==> src/rtl/funct_gen_pipe_pkg.sv <==
// Shared opcode/funct constants and small helpers for the registered ALU function generator.
package funct_gen_pipe_pkg;

  localparam logic [5:0] OP_SPECIAL = 6'h00;
  localparam logic [5:0] OP_JAL     = 6'h03;
  localparam logic [5:0] OP_ADDI    = 6'h08;
  localparam logic [5:0] OP_ADDIU   = 6'h09;
  localparam logic [5:0] OP_SLTI    = 6'h0A;
  localparam logic [5:0] OP_SLTIU   = 6'h0B;
  localparam logic [5:0] OP_ANDI    = 6'h0C;
  localparam logic [5:0] OP_ORI     = 6'h0D;
  localparam logic [5:0] OP_XORI    = 6'h0E;
  localparam logic [5:0] OP_LUI     = 6'h0F;
  localparam logic [5:0] OP_LB      = 6'h20;
  localparam logic [5:0] OP_LH      = 6'h21;
  localparam logic [5:0] OP_LW      = 6'h23;
  localparam logic [5:0] OP_LBU     = 6'h24;
  localparam logic [5:0] OP_LHU     = 6'h25;
  localparam logic [5:0] OP_SB      = 6'h28;
  localparam logic [5:0] OP_SH      = 6'h29;
  localparam logic [5:0] OP_SW      = 6'h2B;

  localparam logic [5:0] FUNCT_SLL     = 6'h00;
  localparam logic [5:0] FUNCT_SRL     = 6'h02;
  localparam logic [5:0] FUNCT_SRA     = 6'h03;
  localparam logic [5:0] FUNCT_SLLV    = 6'h04;
  localparam logic [5:0] FUNCT_SRLV    = 6'h06;
  localparam logic [5:0] FUNCT_SRAV    = 6'h07;
  localparam logic [5:0] FUNCT_JR      = 6'h08;
  localparam logic [5:0] FUNCT_JALR    = 6'h09;
  localparam logic [5:0] FUNCT_SYSCALL = 6'h0C;
  localparam logic [5:0] FUNCT_BREAK   = 6'h0D;
  localparam logic [5:0] FUNCT_MFHI    = 6'h10;
  localparam logic [5:0] FUNCT_MTHI    = 6'h11;
  localparam logic [5:0] FUNCT_MFLO    = 6'h12;
  localparam logic [5:0] FUNCT_MTLO    = 6'h13;
  localparam logic [5:0] FUNCT_MULT    = 6'h18;
  localparam logic [5:0] FUNCT_MULTU   = 6'h19;
  localparam logic [5:0] FUNCT_DIV     = 6'h1A;
  localparam logic [5:0] FUNCT_DIVU    = 6'h1B;
  localparam logic [5:0] FUNCT_ADD     = 6'h20;
  localparam logic [5:0] FUNCT_ADDU    = 6'h21;
  localparam logic [5:0] FUNCT_SUB     = 6'h22;
  localparam logic [5:0] FUNCT_SUBU    = 6'h23;
  localparam logic [5:0] FUNCT_AND     = 6'h24;
  localparam logic [5:0] FUNCT_OR      = 6'h25;
  localparam logic [5:0] FUNCT_XOR     = 6'h26;
  localparam logic [5:0] FUNCT_NOR     = 6'h27;
  localparam logic [5:0] FUNCT_SLT     = 6'h2A;
  localparam logic [5:0] FUNCT_SLTU    = 6'h2B;
  localparam logic [5:0] FUNCT_NOP     = FUNCT_SLL;

  // Width of the MDU busy countdown for a given longest operation.
  function automatic int mdu_cnt_w(input int cycles);
    return $clog2(cycles + 1);
  endfunction

  function automatic logic special_defined(input logic [5:0] f);
    case (f)
      FUNCT_SLL, FUNCT_SRL, FUNCT_SRA, FUNCT_SLLV, FUNCT_SRLV, FUNCT_SRAV,
      FUNCT_JR, FUNCT_JALR, FUNCT_SYSCALL, FUNCT_BREAK,
      FUNCT_MFHI, FUNCT_MTHI, FUNCT_MFLO, FUNCT_MTLO,
      FUNCT_MULT, FUNCT_MULTU, FUNCT_DIV, FUNCT_DIVU,
      FUNCT_ADD, FUNCT_ADDU, FUNCT_SUB, FUNCT_SUBU,
      FUNCT_AND, FUNCT_OR, FUNCT_XOR, FUNCT_NOR,
      FUNCT_SLT, FUNCT_SLTU: special_defined = 1'b1;
      default:               special_defined = 1'b0;
    endcase
  endfunction

endpackage

==> src/rtl/funct_gen_pipe_if.sv <==
// Decode-side and EX-side handshake bundle of the function generator, plus flush and MDU status.
interface funct_gen_pipe_if #(
  parameter int LANES = 2
);
  logic               flush;
  logic               in_valid;
  logic               in_ready;
  logic [LANES-1:0]   in_lane_v;
  logic [LANES*6-1:0] in_op;
  logic [LANES*6-1:0] in_funct;
  logic               out_valid;
  logic               out_ready;
  logic [LANES-1:0]   out_lane_v;
  logic [LANES*6-1:0] out_funct;
  logic [LANES-1:0]   out_illegal;
  logic               mdu_busy;

  modport slave (
    input  flush, in_valid, in_lane_v, in_op, in_funct, out_ready,
    output in_ready, out_valid, out_lane_v, out_funct, out_illegal, mdu_busy
  );

  modport master (
    output flush, in_valid, in_lane_v, in_op, in_funct, out_ready,
    input  in_ready, out_valid, out_lane_v, out_funct, out_illegal, mdu_busy
  );
endinterface

==> src/rtl/funct_gen_pipe_map.sv <==
// Per-lane combinational op/funct decoder: ALU funct, illegal flag and MDU class.
// Illegal-opcode flagging is built only when FUNCT_GEN_ILLEGAL_EN is defined.
module funct_gen_pipe_map
  import funct_gen_pipe_pkg::*;
(
  input  logic [5:0] i_op,
  input  logic [5:0] i_funct,
  output logic [5:0] o_funct,
  output logic       o_illegal,
  output logic       o_start,
  output logic       o_hilo,
  output logic       o_div
);
  logic [5:0] w_raw_funct;
  logic       w_special;

  always_comb begin
    w_raw_funct = FUNCT_NOP;
    case (i_op)
      OP_SPECIAL:                 w_raw_funct = i_funct;
      OP_SLTI:                    w_raw_funct = FUNCT_SLT;
      OP_SLTIU:                   w_raw_funct = FUNCT_SLTU;
      OP_ANDI:                    w_raw_funct = FUNCT_AND;
      OP_ORI, OP_LUI, OP_JAL:     w_raw_funct = FUNCT_OR;
      OP_XORI:                    w_raw_funct = FUNCT_XOR;
      OP_ADDI:                    w_raw_funct = FUNCT_ADD;
      OP_ADDIU, OP_LB, OP_LBU, OP_LH, OP_LHU,
      OP_LW, OP_SB, OP_SH, OP_SW: w_raw_funct = FUNCT_ADDU;
      default:                    w_raw_funct = FUNCT_NOP;
    endcase
  end

  assign w_special = (i_op == OP_SPECIAL);
  assign o_start   = w_special &
                     (i_funct inside {FUNCT_MULT, FUNCT_MULTU, FUNCT_DIV, FUNCT_DIVU});
  assign o_hilo    = w_special &
                     (i_funct inside {FUNCT_MFHI, FUNCT_MFLO, FUNCT_MTHI, FUNCT_MTLO});
  assign o_div     = w_special & (i_funct inside {FUNCT_DIV, FUNCT_DIVU});

`ifdef FUNCT_GEN_ILLEGAL_EN
  logic w_bad;
  // Every mapped non-SPECIAL opcode yields a non-NOP funct, so NOP marks "unmapped".
  assign w_bad     = w_special ? !special_defined(i_funct) : (w_raw_funct == FUNCT_NOP);
  assign o_funct   = w_bad ? FUNCT_NOP : w_raw_funct;
  assign o_illegal = w_bad;
`else
  assign o_funct   = w_raw_funct;
  assign o_illegal = 1'b0;
`endif

endmodule

==> src/rtl/funct_gen_pipe.sv <==
// Registered multi-lane ALU function generator with MDU interlock and one-entry skid.
// Optional illegal-opcode reporting via FUNCT_GEN_ILLEGAL_EN (see funct_gen_pipe_map).
module funct_gen_pipe
  import funct_gen_pipe_pkg::*;
#(
  parameter int LANES      = 2,
  parameter int MUL_CYCLES = 4,
  parameter int DIV_CYCLES = 32
) (
  input logic              i_clk,
  input logic              i_rst,
  funct_gen_pipe_if.slave  bus
);
  localparam int CNT_W = mdu_cnt_w(DIV_CYCLES);
  localparam logic [CNT_W-1:0] MUL_LOAD = CNT_W'(MUL_CYCLES);
  localparam logic [CNT_W-1:0] DIV_LOAD = CNT_W'(DIV_CYCLES);

  logic [5:0]         w_lane_funct [LANES];
  logic [LANES-1:0]   w_lane_ill, w_lane_start, w_lane_hilo, w_lane_div, w_lane_mdu;

  logic               r_out_valid;
  logic [LANES-1:0]   r_out_lane_v, r_out_ill;
  logic [LANES*6-1:0] r_out_funct;
  logic               r_skid_v, r_skid_ill, r_skid_start, r_skid_hilo, r_skid_div;
  logic [5:0]         r_skid_funct;
  logic [CNT_W-1:0]   r_mdu_cnt;

  logic               w_cnt_nz, w_out_free, w_in_haz, w_skid_haz;
  logic               w_in_ready, w_accept, w_skid_issue, w_split;
  logic               w_split_ill, w_split_start, w_split_hilo, w_split_div;
  logic [5:0]         w_split_funct;
  logic [LANES-1:0]   w_nxt_lane_v, w_nxt_ill;
  logic [LANES*6-1:0] w_nxt_funct;
  logic               w_issue_start, w_issue_div;

  for (genvar g = 0; g < LANES; g++) begin : g_map
    funct_gen_pipe_map u_map (
      .i_op      (bus.in_op[6*g +: 6]),
      .i_funct   (bus.in_funct[6*g +: 6]),
      .o_funct   (w_lane_funct[g]),
      .o_illegal (w_lane_ill[g]),
      .o_start   (w_lane_start[g]),
      .o_hilo    (w_lane_hilo[g]),
      .o_div     (w_lane_div[g])
    );
  end

  assign w_lane_mdu = w_lane_start | w_lane_hilo;

  // Lane 1 must not see HI/LO or start the MDU in the same bundle as a lane-0 MDU start.
  if (LANES > 1) begin : g_split
    assign w_split       = bus.in_lane_v[0] & w_lane_start[0] &
                           bus.in_lane_v[1] & w_lane_mdu[1];
    assign w_split_funct = w_lane_funct[1];
    assign w_split_ill   = w_lane_ill[1];
    assign w_split_start = w_lane_start[1];
    assign w_split_hilo  = w_lane_hilo[1];
    assign w_split_div   = w_lane_div[1];
  end else begin : g_nosplit
    assign w_split       = 1'b0;
    assign w_split_funct = FUNCT_NOP;
    assign w_split_ill   = 1'b0;
    assign w_split_start = 1'b0;
    assign w_split_hilo  = 1'b0;
    assign w_split_div   = 1'b0;
  end

  assign w_cnt_nz     = (r_mdu_cnt != '0);
  assign w_out_free   = !r_out_valid | bus.out_ready;
  assign w_in_haz     = w_cnt_nz & |(bus.in_lane_v & w_lane_mdu);
  assign w_skid_haz   = w_cnt_nz & r_skid_v & (r_skid_start | r_skid_hilo);
  assign w_in_ready   = i_rst & !bus.flush & w_out_free & !r_skid_v & !w_in_haz & !w_skid_haz;
  assign w_accept     = bus.in_valid & w_in_ready;
  assign w_skid_issue = i_rst & r_skid_v & w_out_free & !bus.flush & !w_skid_haz;

  always_comb begin
    w_nxt_lane_v  = '0;
    w_nxt_ill     = '0;
    w_nxt_funct   = {LANES{FUNCT_NOP}};
    w_issue_start = 1'b0;
    w_issue_div   = 1'b0;
    if (w_skid_issue) begin
      w_nxt_lane_v[0]  = 1'b1;
      w_nxt_funct[5:0] = r_skid_funct;
      w_nxt_ill[0]     = r_skid_ill;
      w_issue_start    = r_skid_start;
      w_issue_div      = r_skid_start & r_skid_div;
    end else if (w_accept) begin
      for (int i = 0; i < LANES; i++) begin
        if (bus.in_lane_v[i] && !(w_split && i == 1)) begin
          w_nxt_lane_v[i]      = 1'b1;
          w_nxt_funct[6*i +: 6] = w_lane_funct[i];
          w_nxt_ill[i]         = w_lane_ill[i];
          w_issue_start        = w_issue_start | w_lane_start[i];
          w_issue_div          = w_issue_div | (w_lane_start[i] & w_lane_div[i]);
        end
      end
    end
  end

  always_ff @(posedge i_clk) begin
    if (!i_rst) begin
      r_out_valid  <= 1'b0;
      r_out_lane_v <= '0;
      r_out_funct  <= {LANES{FUNCT_NOP}};
      r_out_ill    <= '0;
    end else if (bus.flush) begin
      r_out_valid  <= 1'b0;
      r_out_lane_v <= '0;
    end else if (w_out_free) begin
      r_out_valid  <= w_accept | w_skid_issue;
      r_out_lane_v <= w_nxt_lane_v;
      r_out_funct  <= w_nxt_funct;
      r_out_ill    <= w_nxt_ill;
    end
  end

  always_ff @(posedge i_clk) begin
    if (!i_rst || bus.flush) begin
      r_skid_v     <= 1'b0;
      r_skid_funct <= FUNCT_NOP;
      r_skid_ill   <= 1'b0;
      r_skid_start <= 1'b0;
      r_skid_hilo  <= 1'b0;
      r_skid_div   <= 1'b0;
    end else if (w_accept && w_split) begin
      r_skid_v     <= 1'b1;
      r_skid_funct <= w_split_funct;
      r_skid_ill   <= w_split_ill;
      r_skid_start <= w_split_start;
      r_skid_hilo  <= w_split_hilo;
      r_skid_div   <= w_split_div;
    end else if (w_skid_issue) begin
      r_skid_v     <= 1'b0;
    end
  end

  // Flush is not a reset for the MDU: a started divide keeps counting down.
  always_ff @(posedge i_clk) begin
    if (!i_rst) begin
      r_mdu_cnt <= '0;
    end else if (w_issue_start) begin
      r_mdu_cnt <= w_issue_div ? DIV_LOAD : MUL_LOAD;
    end else if (w_cnt_nz) begin
      r_mdu_cnt <= r_mdu_cnt - CNT_W'(1);
    end
  end

  assign bus.in_ready    = w_in_ready;
  assign bus.out_valid   = r_out_valid;
  assign bus.out_lane_v  = r_out_lane_v;
  assign bus.out_funct   = r_out_funct;
  assign bus.out_illegal = r_out_ill;
  assign bus.mdu_busy    = w_cnt_nz;

endmodule

==> src/flat_wrapper.sv <==
// flat-port wrapper written by rule: the top's interface ports become plain ports
module funct_gen_pipe_flat import funct_gen_pipe_pkg::*;
#(
  parameter int LANES      = 2,
  parameter int MUL_CYCLES = 4,
  parameter int DIV_CYCLES = 32
)
  (i_clk, i_rst, bus_flush, bus_in_valid, bus_in_lane_v, bus_in_op, bus_in_funct, bus_out_ready, bus_in_ready, bus_out_valid, bus_out_lane_v, bus_out_funct, bus_out_illegal, bus_mdu_busy);
  funct_gen_pipe_if #(.LANES(LANES)) bus_i ();
  input logic i_clk;
  input logic i_rst;
  input wire logic [$bits(bus_i.flush)-1:0] bus_flush;
  input wire logic [$bits(bus_i.in_valid)-1:0] bus_in_valid;
  input wire logic [$bits(bus_i.in_lane_v)-1:0] bus_in_lane_v;
  input wire logic [$bits(bus_i.in_op)-1:0] bus_in_op;
  input wire logic [$bits(bus_i.in_funct)-1:0] bus_in_funct;
  input wire logic [$bits(bus_i.out_ready)-1:0] bus_out_ready;
  output wire logic [$bits(bus_i.in_ready)-1:0] bus_in_ready;
  output wire logic [$bits(bus_i.out_valid)-1:0] bus_out_valid;
  output wire logic [$bits(bus_i.out_lane_v)-1:0] bus_out_lane_v;
  output wire logic [$bits(bus_i.out_funct)-1:0] bus_out_funct;
  output wire logic [$bits(bus_i.out_illegal)-1:0] bus_out_illegal;
  output wire logic [$bits(bus_i.mdu_busy)-1:0] bus_mdu_busy;
  assign bus_i.flush = bus_flush;
  assign bus_i.in_valid = bus_in_valid;
  assign bus_i.in_lane_v = bus_in_lane_v;
  assign bus_i.in_op = bus_in_op;
  assign bus_i.in_funct = bus_in_funct;
  assign bus_i.out_ready = bus_out_ready;
  assign bus_in_ready = bus_i.in_ready;
  assign bus_out_valid = bus_i.out_valid;
  assign bus_out_lane_v = bus_i.out_lane_v;
  assign bus_out_funct = bus_i.out_funct;
  assign bus_out_illegal = bus_i.out_illegal;
  assign bus_mdu_busy = bus_i.mdu_busy;
  funct_gen_pipe #(.LANES(LANES), .MUL_CYCLES(MUL_CYCLES), .DIV_CYCLES(DIV_CYCLES)) u_core (.i_clk(i_clk), .i_rst(i_rst), .bus(bus_i));
endmodule
==> config.mk <==
export PLATFORM = sky130hd
export DESIGN_NAME = funct_gen_pipe_flat
export DESIGN_NICKNAME = d
export VERILOG_FILES = /design/src/rtl/funct_gen_pipe_pkg.sv /design/src/rtl/funct_gen_pipe_if.sv /design/src/rtl/funct_gen_pipe_map.sv /design/src/rtl/funct_gen_pipe.sv /design/src/flat_wrapper.sv
export SDC_FILE = /design/constraint.sdc
export NUM_CORES = 1
export LEC_CHECK = 0
export CORE_ASPECT_RATIO = 1.5
export CORE_MARGIN = 2
export CORE_UTILIZATION = 31
export DETAILED_ROUTE_END_ITERATION = 6
export PLACE_DENSITY = 0.6
export SLEW_MARGIN = 10
export SYNTH_ARGS = -nofsm -noshare
export SYNTH_HDL_FRONTEND = slang
export SYNTH_HIERARCHICAL = 1
export SYNTH_SLANG_ARGS = --single-unit
export TNS_END_PERCENT = 10
==> constraint.sdc <==
create_clock -name i_clk -period 2.8 [get_ports i_clk]
set_input_delay 0.42 -clock i_clk [delete_from_list [all_inputs] [get_ports i_clk]]
set_output_delay 0.42 -clock i_clk [all_outputs]
set_load 0.02 [all_outputs]
==> results.yml <==
status:
  status: "finished clean"
critical_path:
  cp_data_required_time_ns: 2.38
  crit_slowest_cell: "clkdlybuf4s50_1"
  worstSetupPathType: "input port to output pin"
  worstSetupStartpointType: "input port"
  max_stage_delay_ns: 0.46
  critical_path.top_delay_family: "simple AND/OR/NAND/NOR gates"
  worstPathArrival_ns: 2.26
  cp_num_buf_inv: 2
  end_kind: "output pin"
  cp_cell_sequence: "clkdlybuf4s50_1 > nor4_4 > and3_4 > and3_1 > o21ai_1 > a22o_1 > nor3b_2 > buf_4"
  path_max_fanout: 3
cts:
  htree_levels: 2
  cts_root_buffer: "clkbuf_8"
  numCtsBuffers: 5
  cts.path.max_buffers: 2
  cts_tree: "done"
  clk_pin_slew_worst_paths_ns: 0.07
  cts_num_sinks: 34
  insertion_delay_ns: 0.29
  hold_buffers: 0
logic_synthesis:
  synth_top_family_by_area: "simple AND/OR/NAND/NOR gates"
  synthMuxAreaShare: 0.00520
  yosysSeqAreaShare: 0.314
  synth_area_um2: 2170
  yosys_warnings: 6
  synth-seq-cells: 34
  synth.distinct_cells: 48
  synth_adder_area_share: 0.0116
  synth-simple-area-share: 0.308
  synth_xor_area_frac: 0.0121
  synthCells: 269
  syn_nets: 302
  synth_compound_area_frac: 0.276
  avgSynthCellArea_um2: 8.05
sta:
  max_freq_mhz: 373
  slew_headroom: 0.652
  fin_tns_setup_ns: 0
  rsz0062_at_grt: "false"
  finalMaxSlewViolations: 0
  hold_viol: 0
  fin_crit_ns: 2.68
  worst_slew_pin_slew_ns: 0.521
  post-route-period-util: 0.959
  whs_ns: 0.465
  clock_skew_ns: 0.00273
  finalSetupViolCount: 0
  finalWorstSetupSlack_ns: 0.116
global_route:
  grtUsageTotal: 0.171
  globalRouteOverflowTotal: 0
  grt_pass1_wl_um: 10600
  grt_max_degree: 24
  grt_pass1_vias: 2341
  antenna_found_initial: 0
finish:
  regArea_um2: 681
  fin_nets: 369
  instances_no_fill: 415
  drive_gt1_frac: 0.205
  num_antenna_cells: 0
  multi_input_area_um2: 1350
  syn_to_final_growth_pct: 38.2
  fillers: 697
  final_util: 0.440
run:
  drv_cap: 0
floorplanning:
  die-width_um: 72.2
  initial_utilization: 0.318
  pin_count: 50
  fp-row-count: 37
  die_area_um2: 7680
  die_h_um: 106
  core_area_um2: 6810
route:
  routedWlPerCell_um: 15.4
  drt-total-wl_um: 6370
  vias_per_cell: 5.58
  vias: 2314
  drtAntennaViolNets: 0
  drtIter0Drc: 74
  drt_first_pass_iters: 4
  drcViolationCount: 0
pwr:
  power_density_nw_per_um2: 508
  ir_worst_vdd_mv: 0.231
  p_leak_nw: 1.09
min_path:
  hold_path_class: "flip-flop to flip-flop"
placement:
  dp_hpwl_um: 4820
  numPortBuffers: 49
  place.gp.congestion: 0.816
  place_ws_ns: -0.378
  placed_cells: 404
-- tightest hold or removal path, cell delays in order, from the launching register on --
cell	delay, ns
dfxtp_1	0.32
nand2_1	0.05
a21oi_1	0.05
-- metrics by stage --
| step | instance area (um2) | total power (W) |
|---|---|---|
| floorplan | 2170 | 0.000918 |
| global placement | 2850 | 0.00107 |
| detailed placement | 2850 | 0.00107 |
| CTS | 2960 | 0.00153 |
| global route | 2990 | 0.00160 |
| finish | 2990 | 0.00152 |
-- path summary, 6_finish.rpt --
kind                            cells after the start  slack, ns                      from                  endpoint
worst max-delay path                                8       0.12              bus_in_op[8]              bus_in_ready
worst min-delay path                                2       0.47  u_core/bus.out_lane_v[1]  u_core/bus.out_lane_v[1]
worst min register to register                      2       0.47  u_core/bus.out_lane_v[1]  u_core/bus.out_lane_v[1]
worst max register to register                      4       0.89       u_core/r_mdu_cnt[2]        u_core/r_skid_hilo
-- synthesized netlist by cell type, drive strengths merged --
cell	n	area (um2)
nand4b	1	8.76
buf	11	90.1
o211ai	6	45.0
nand2	17	63.8
nor3	7	35.0
ha	2	25.0
nor4	3	63.8
xnor2	2	17.5
o211a	1	10.0
or4	2	20.0
o21ai	19	133
a21oi	21	105
clkbuf	11	41.3
a31o	2	17.5
o31ai	1	7.51
nor3b	3	22.5
a211o	2	17.5
mux2	1	11.3
nand4	12	75.1
a31oi	12	75.1
o21a	4	30.0
nand2b	2	12.5
o21ba	1	10.0
dfxtp	34	681
or2	2	12.5
o22ai	1	12.5
a32oi	2	17.5
conb	2	7.51
nor2b	7	43.8
nand3	28	140
xor2	1	8.76
or3	1	6.26
a21boi	3	30.0
nor2	16	60.1
a22o	3	26.3
and2b	2	15.0
o2111a	1	11.3
a32o	5	50.1
and3	10	62.6
or3b	2	17.5
inv	5	18.8
nand3b	1	7.51
-- layout by cell type (no fill, tap or decap), types with 2 or more instances in the layout --
| cell type | n |
|---|---|
| ha_1 | 2 |
| a32oi_1 | 2 |
| nand3_1 | 28 |
| nand2b_1 | 2 |
| clkdlybuf4s50_1 | 46 |
| or2_2 | 2 |
| nand2_1 | 17 |
| buf_4 | 34 |
| xnor2_1 | 2 |
| a32o_1 | 5 |
| dlymetal6s2s_1 | 2 |
| a211o_1 | 2 |
| o21a_1 | 4 |
| nor2_1 | 15 |
| clkbuf_8 | 5 |
| a31oi_1 | 12 |
| a21boi_2 | 2 |
| and2b_1 | 2 |
| conb_1 | 2 |
| dfxtp_1 | 34 |
| nor3b_1 | 2 |
| clkinv_2 | 2 |
| a22o_1 | 3 |
| and3_1 | 9 |
| nor3_1 | 7 |
| nand4_1 | 12 |
| inv_1 | 5 |
| o21ai_0 | 8 |
| nor2b_1 | 7 |
| nor4_4 | 3 |
| a31o_2 | 2 |
| a21oi_1 | 21 |
| o21ai_2 | 10 |
| or3b_1 | 2 |
| o211ai_1 | 6 |
-- timing repair --
item / in CTS / in global routing
endpoints found under the setup margin: 1 / 1
gates resized for setup: 4 / 5
pin swaps: 1 / 3
setup buffers: 1 / 2
-- power by group --
group	switching [W]	total, W	internal (W)	leakage [nW]
logic	0.000262	0.000500	0.000238	0.756
registers	0.0000428	0.000569	0.000526	0.277
clock network	0.000192	0.000454	0.000262	0.0579
-- final cells by class --
class | instances | area share
multi-input combinational | 208 | 0.450
clock buffer | 5 | 0.0230
clock inverter | 3 | 0.0134
inverter | 5 | 0.00627
timing repair buffer | 82 | 0.247
sequential | 34 | 0.227
tap | 78 | 0.0326
-- flip-flops by register name, indices dropped and copies added, names as in the netlist --
register                count
u_core/bus.out_funct       12
u_core/r_skid_ill           1
u_core/r_skid_v             1
u_core/r_skid_start         1
u_core/r_skid_hilo          1
u_core/bus.out_illegal      2
u_core/r_skid_funct         6
u_core/r_skid_div           1
u_core/bus.out_lane_v       2
u_core/bus.out_valid        1
u_core/r_mdu_cnt            6
-- per-layer routing --
metal	vias to the layer above	part of all wire	global-route usage
li1	1141	-	-
met1	1090	0.41	0.192
met2	68	0.52	0.312
met3	15	0.041	0.0237
met4	0	0.027	0.0728
met5	-	0	0
-- cell families after synthesis --
| logic type | after synthesis |
|---|---|
| AO/OA/AOI/OAI | 84 |
| XOR/XNOR | 3 |
| adder cells (fa/ha/maj) | 2 |
| buffers and inverters | 27 |
| flip-flops | 34 |
| multiplexers | 1 |
| other | 2 |
| AND/OR/NAND/NOR | 116 |
No activity file was read; power rests on OpenSTA's default activity.
